## src/rtl/imm_ext_arbiter_if.sv

```systemverilog
// Request/response bundle of the shared immediate extender: two requester
// channels and one result channel, all valid/ready.
interface imm_ext_arbiter_if #(
  parameter int DATA_W = 32
);
  logic              req0_valid;
  logic              req0_ready;
  logic [DATA_W-1:0] req0_instr;
  logic [1:0]        req0_fmt;
  logic              req1_valid;
  logic              req1_ready;
  logic [DATA_W-1:0] req1_instr;
  logic [1:0]        req1_fmt;
  logic              out_valid;
  logic              out_ready;
  logic [DATA_W-1:0] out_imm;
  logic              out_id;

  modport master (
    output req0_valid, req0_instr, req0_fmt,
    input  req0_ready,
    output req1_valid, req1_instr, req1_fmt,
    input  req1_ready,
    input  out_valid, out_imm, out_id,
    output out_ready
  );

  modport slave (
    input  req0_valid, req0_instr, req0_fmt,
    output req0_ready,
    input  req1_valid, req1_instr, req1_fmt,
    output req1_ready,
    output out_valid, out_imm, out_id,
    input  out_ready
  );
endinterface

```

## src/rtl/imm_ext_arbiter.sv

```systemverilog
// Round-robin shared 12-to-32 immediate extender for decode (port 0) and
// LSU (port 1); one registered result per grant over valid/ready.
module imm_ext_arbiter #(
  parameter int DATA_W = 32
) (
  input logic              clk,
  input logic              rst_n,
  imm_ext_arbiter_if.slave bus
);

  localparam logic [1:0] FMT_I = 2'd0;
  localparam logic [1:0] FMT_S = 2'd1;
  localparam logic [1:0] FMT_B = 2'd2;
  localparam logic [1:0] FMT_U = 2'd3;

  typedef enum logic [1:0] {
    IDLE = 2'd0,
    EXT  = 2'd1,
    HOLD = 2'd2
  } state_t;

  // U-type keeps all 20 upper bits; the other formats use only the low 12.
  function automatic logic [19:0] extract_field(input logic [DATA_W-1:7] hi,
                                                input logic [1:0]        fmt);
    case (fmt)
      FMT_I:   return {8'h00, hi[31:20]};
      FMT_S:   return {8'h00, hi[31:25], hi[11:7]};
      FMT_B:   return {8'h00, hi[31], hi[7], hi[30:25], hi[11:8]};
      default: return hi[31:12];
    endcase
  endfunction

  function automatic logic signed [DATA_W-1:0] sign_extend(input logic [19:0] fld,
                                                           input logic [1:0]  fmt);
    logic signed [11:0]       f12;
    logic signed [DATA_W-1:0] wide;
    f12  = fld[11:0];
    wide = f12;
    case (fmt)
      FMT_B:   return wide <<< 1;
      FMT_U:   return {fld, 12'h000};
      default: return wide;
    endcase
  endfunction

  state_t            state;
  state_t            state_nxt;
  logic              last_grant;
  logic              grant_vld;
  logic              grant_id;
  logic [DATA_W-1:7] sel_hi;

  logic [19:0]       fld_p0;
  logic [1:0]        fmt_p0;
  logic              id_p0;

  logic              vld_p1;
  logic [DATA_W-1:0] imm_p1;
  logic              id_p1;

  // Grants are only issued from IDLE; a tie goes to the port not served last.
  always_comb begin
    grant_vld = 1'b0;
    grant_id  = 1'b0;
    if (rst_n && state == IDLE && (bus.req0_valid || bus.req1_valid)) begin
      grant_vld = 1'b1;
      grant_id  = (bus.req0_valid && bus.req1_valid) ? ~last_grant : bus.req1_valid;
    end
  end

  assign bus.req0_ready = grant_vld && !grant_id;
  assign bus.req1_ready = grant_vld &&  grant_id;
  assign sel_hi = grant_id ? bus.req1_instr[DATA_W-1:7] : bus.req0_instr[DATA_W-1:7];

  always_comb begin
    state_nxt = state;
    case (state)
      IDLE:    if (grant_vld) state_nxt = EXT;
      EXT:     state_nxt = HOLD;
      HOLD:    if (bus.out_ready) state_nxt = IDLE;
      default: state_nxt = IDLE;
    endcase
  end

  always_ff @(posedge clk or negedge rst_n) begin
    if (!rst_n) begin
      state      <= IDLE;
      last_grant <= 1'b1;
    end else begin
      state <= state_nxt;
      if (grant_vld) last_grant <= grant_id;
    end
  end

  // Stage p0: latch the granted request's field, format and owner
  always_ff @(posedge clk) begin
    if (grant_vld) begin
      fld_p0 <= extract_field(sel_hi, grant_id ? bus.req1_fmt : bus.req0_fmt);
      fmt_p0 <= grant_id ? bus.req1_fmt : bus.req0_fmt;
      id_p0  <= grant_id;
    end
  end

  // Stage p1: extended result, held until the consumer takes it
  always_ff @(posedge clk or negedge rst_n) begin
    if (!rst_n) begin
      vld_p1 <= 1'b0;
      imm_p1 <= '0;
      id_p1  <= 1'b0;
    end else if (state == EXT) begin
      vld_p1 <= 1'b1;
      imm_p1 <= sign_extend(fld_p0, fmt_p0);
      id_p1  <= id_p0;
    end else if (state == HOLD && bus.out_ready) begin
      vld_p1 <= 1'b0;
    end
  end

  assign bus.out_valid = vld_p1;
  assign bus.out_imm   = imm_p1;
  assign bus.out_id    = id_p1;

endmodule

```

## src/flat_wrapper.sv

```systemverilog
// flat-port wrapper written by rule: the top's interface ports become plain ports
module imm_ext_arbiter_flat 
#(
  parameter int DATA_W = 32
)
  (clk, rst_n, bus_req0_valid, bus_req0_instr, bus_req0_fmt, bus_req0_ready, bus_req1_valid, bus_req1_instr, bus_req1_fmt, bus_req1_ready, bus_out_valid, bus_out_imm, bus_out_id, bus_out_ready);
  imm_ext_arbiter_if #(.DATA_W(DATA_W)) bus_i ();
  input logic clk;
  input logic rst_n;
  input wire logic [$bits(bus_i.req0_valid)-1:0] bus_req0_valid;
  input wire logic [$bits(bus_i.req0_instr)-1:0] bus_req0_instr;
  input wire logic [$bits(bus_i.req0_fmt)-1:0] bus_req0_fmt;
  output wire logic [$bits(bus_i.req0_ready)-1:0] bus_req0_ready;
  input wire logic [$bits(bus_i.req1_valid)-1:0] bus_req1_valid;
  input wire logic [$bits(bus_i.req1_instr)-1:0] bus_req1_instr;
  input wire logic [$bits(bus_i.req1_fmt)-1:0] bus_req1_fmt;
  output wire logic [$bits(bus_i.req1_ready)-1:0] bus_req1_ready;
  output wire logic [$bits(bus_i.out_valid)-1:0] bus_out_valid;
  output wire logic [$bits(bus_i.out_imm)-1:0] bus_out_imm;
  output wire logic [$bits(bus_i.out_id)-1:0] bus_out_id;
  input wire logic [$bits(bus_i.out_ready)-1:0] bus_out_ready;
  assign bus_i.req0_valid = bus_req0_valid;
  assign bus_i.req0_instr = bus_req0_instr;
  assign bus_i.req0_fmt = bus_req0_fmt;
  assign bus_req0_ready = bus_i.req0_ready;
  assign bus_i.req1_valid = bus_req1_valid;
  assign bus_i.req1_instr = bus_req1_instr;
  assign bus_i.req1_fmt = bus_req1_fmt;
  assign bus_req1_ready = bus_i.req1_ready;
  assign bus_out_valid = bus_i.out_valid;
  assign bus_out_imm = bus_i.out_imm;
  assign bus_out_id = bus_i.out_id;
  assign bus_i.out_ready = bus_out_ready;
  imm_ext_arbiter #(.DATA_W(DATA_W)) u_core (.clk(clk), .rst_n(rst_n), .bus(bus_i));
endmodule
```

## config.mk

```make
export PLATFORM = sky130hd
export DESIGN_NAME = imm_ext_arbiter_flat
export DESIGN_NICKNAME = d
export VERILOG_FILES = /design/src/rtl/imm_ext_arbiter_if.sv /design/src/rtl/imm_ext_arbiter.sv /design/src/flat_wrapper.sv
export SDC_FILE = /design/constraint.sdc
export NUM_CORES = 1
export LEC_CHECK = 0
export ABC_AREA = 1
export CAP_MARGIN = 0
export CELL_PAD_IN_SITES_DETAIL_PLACEMENT = 1
export CELL_PAD_IN_SITES_GLOBAL_PLACEMENT = 1
export CORE_ASPECT_RATIO = 2
export CORE_UTILIZATION = 35
export DETAILED_ROUTE_END_ITERATION = 10
export GPL_TIMING_DRIVEN = 1
export PLACE_DENSITY_LB_ADDON = 0.1
export SYNTH_ARGS = -nofsm -noshare
export SYNTH_HDL_FRONTEND = slang
export SYNTH_SLANG_ARGS = --single-unit
```

## constraint.sdc

```tcl
create_clock -name clk -period 3.2 [get_ports clk]
set_clock_uncertainty 0.15 [all_clocks]
set_input_delay 0.48 -clock clk [delete_from_list [all_inputs] [get_ports clk]]
set_output_delay 0.48 -clock clk [all_outputs]
set_load 0.05 [all_outputs]
```

==> key figures <==
Global route
  • Largest net degree at the start of global routing: 38
  • Total GRT Usage: 0.211
  • Initial antenna violation count: 0
  • First-pass GRT wire length: 14.0 mm
  • Global route overflow: 0
  • Vias in the first global route: 2,951

Final layout
  • Register area: 0.00162 mm²
  • Final core utilization: 0.513
  • P&R area growth vs syn: 43.7%
  • Share of cells above drive strength 1: 0.0896
  • Multi-input logic area: between 0.001 and 0.0015 mm²
  • Nets: about 540
  • Final instance area: 0.00440 mm²
  • Layout Cells excl Fill: 569
  • Fill cells: slightly above 1,000
  • Antenna diodes: 0

Clock tree
  • CTS Buf Count: 9
  • Worst-path clk slew: 0.05 ns
  • Clk buf depth: 2
  • Clock sinks: 60
  • Clk Latency, worst-skew pair: approximately 0.33 ns
  • H-tree level count: 3
  • Clock root cell: clkbuf_16
  • CTS resizes: 0
  • Post-CTS Setup Bufs: 0
  • Hold buffer count at CTS: 1
  • CTS tree: yes

Placed design
  • Port bufs: 94
  • Pre-CTS setup slack: a little over 0.4 ns
  • DP Area: 0.00409 mm²
  • Inst Count DP: between 500 and 600
  • DP Wirelength: between 6 and 7 mm
  • RD Place Congestion: ~0.86

Timing
  • Hold Fails Final Rpt: 0
  • Setup violators final: 0
  • Max-slew headroom: 0.635
  • Unrepaired setup endpoints after global routing: no
  • Min Tclk post-route: roughly 2.7 ns
  • Period utilization: 0.829
  • Hold Slack: 0.298 ns
  • Tightest Pin Transition: between 0.5 and 0.6 ns
  • Final WS setup: around 0.55 ns
  • Max frequency: 377 MHz
  • Slew Viols, Final: 0
  • Post-route setup TNS: 0 ns

Synth
  • Synth cell types: 26
  • Sequential share of the synthesized area: 0.528
  • Largest cells by area after synthesis: dfrtp_1 (29%), edfxtp_1 (23%), nand2_1 (14%)
  • Synthesized instance count: approximately 370
  • Post-synth EDFFs: 23
  • Yosys top cell area share: 0.294
  • Synthesized area: ~0.003 mm²
  • Syn nets: 442
  • Post-synthesis register bit count: 60
  • Synth async-reset ratio: 0.617
  • Yosys warning total: 0
  • Post-synth top flop: dfrtp_1
  • Top cells by count, synth: nand2_1 (114), nand3_1 (39), dfrtp_1 (36)
  • Dominant cell type by area after synthesis: dfrtp_1
  • Syn avg cell area: 8.30 µm²
  • Top-count cell post-synth: nand2_1

Worst setup path
  • Worst Setup Start Kind: input port
  • Reg2reg start: u_core.state[1]
  • Crit path required time: 3.21 ns
  • Crit-path max FO: 11
  • Worst EP arrival: around 2.7 ns
  • Worst Path Class, Setup: input port to flop
  • Crit path from: rst_n
  • Crit. End Element: flop

Power and ir drop
  • VDD IR max: ~0.39 mV
  • P_leak: roughly 1.9 nW
  • Total Power Consumption: around 4.0 mW
  • P per Cell Area: around 920 mW/mm²

Detailed routing
  • Wire per inst: approximately 15 µm
  • Final wirelength: about 8.6 mm
  • DR vias/cell: between 4 and 5
  • Starting DRT DRC Count: 207
  • Drt pass-1 iters: 4
  • Final ANT Viol Nets: 0
  • Total number of vias: roughly 2,800
  • Drt drc: 0

Run status
  • Status: finished, final reports clean

Floorplan
  • Boundary pin count: between 100 and 150
  • Die H: roughly 130 µm
  • Starting Density: 0.357
  • Die X: 68.2 µm
  • Core Area: 0.00859 mm²
  • Placement row count: 48
  • Die Area: 0.00916 mm²

Run
  • Max-capacitance violation count: 0

Hold path
  • Hold wc startpoint: u_core.id_p0
  • Hold WC Path Type: flop to flop
layer usage:
metal  up-vias  GRT usage  routed length (µm)
met5         -          0                   0
met4         0      0.101                 224
met3        13     0.0493                 242
met2        76      0.388                5060
met1      1332      0.206                3030
li1       1402          -                   -
layout by cell type (no fill, tap or decap), types with 11 or more instances in the layout:
master / count
inv_1: 33
nand2_1: 114
edfxtp_1: 23
dfrtp_1: 36
nor2_1: 29
nand3_1: 39
a21oi_1: 21
o21ai_0: 11
clkdlybuf4s50_1: 91
path summary, 6_finish.rpt:
path                                          endpoint  slack (ns)  cells past startpoint
worst min register to register       u_core.bus.out_id        0.30                      2
worst max-delay path                 u_core.fld_p0[12]        0.55                     10
max in group asynchronous       u_core.bus.out_imm[24]        1.88                      3
min in group asynchronous              u_core.state[0]        0.36                      2
worst min-delay path                 u_core.bus.out_id        0.30                      2
worst max register to register        u_core.fld_p0[4]        1.06                      8
power breakdown:
part	internal, mW	total (mW)	switching (mW)
Combinational	0.621	1.86	1.24
Sequential	1.09	1.25	0.157
Clock	0.606	0.927	0.321
state kept, by name, summed over array words and instances (netlist names):
register              flops
u_core.bus.out_valid      1
u_core.bus.out_imm       32
u_core.last_grant         1
u_core.state              2
u_core.fmt_p0             2
u_core.id_p0              1
u_core.fld_p0            20
u_core.bus.out_id         1
critical path, cell delays in order:
cell and delay, ns:
dlygate4sd3_1 0.52, buf_2 0.19, inv_1 0.06, nor2_1 0.26, nand3_4 0.21, nand2_1 0.10
nand2_1 0.26, nor2_4 0.29, inv_2 0.13, a21oi_1 0.16
area by class of cell:
type	instances	share of cell area
repair buffers	101	0.227
clock inverters	4	0.00455
flip-flops and latches	60	0.368
clock buffers	12	0.0631
inverters	37	0.0316
multi-input cells	255	0.278
well taps	100	0.0284
cells by family (layout without fill, tap and decap cells):
family / Yosys count / after routing / share of synthesized area
AOI/OAI and AO/OA: 54 / 54 / 0.111
buffers and inverters: 54 / 154 / 0.0735
DFF: 60 / 60 / 0.528
and+or+nand+nor: 201 / 201 / 0.288
Power figures use the tool's default switching activity.
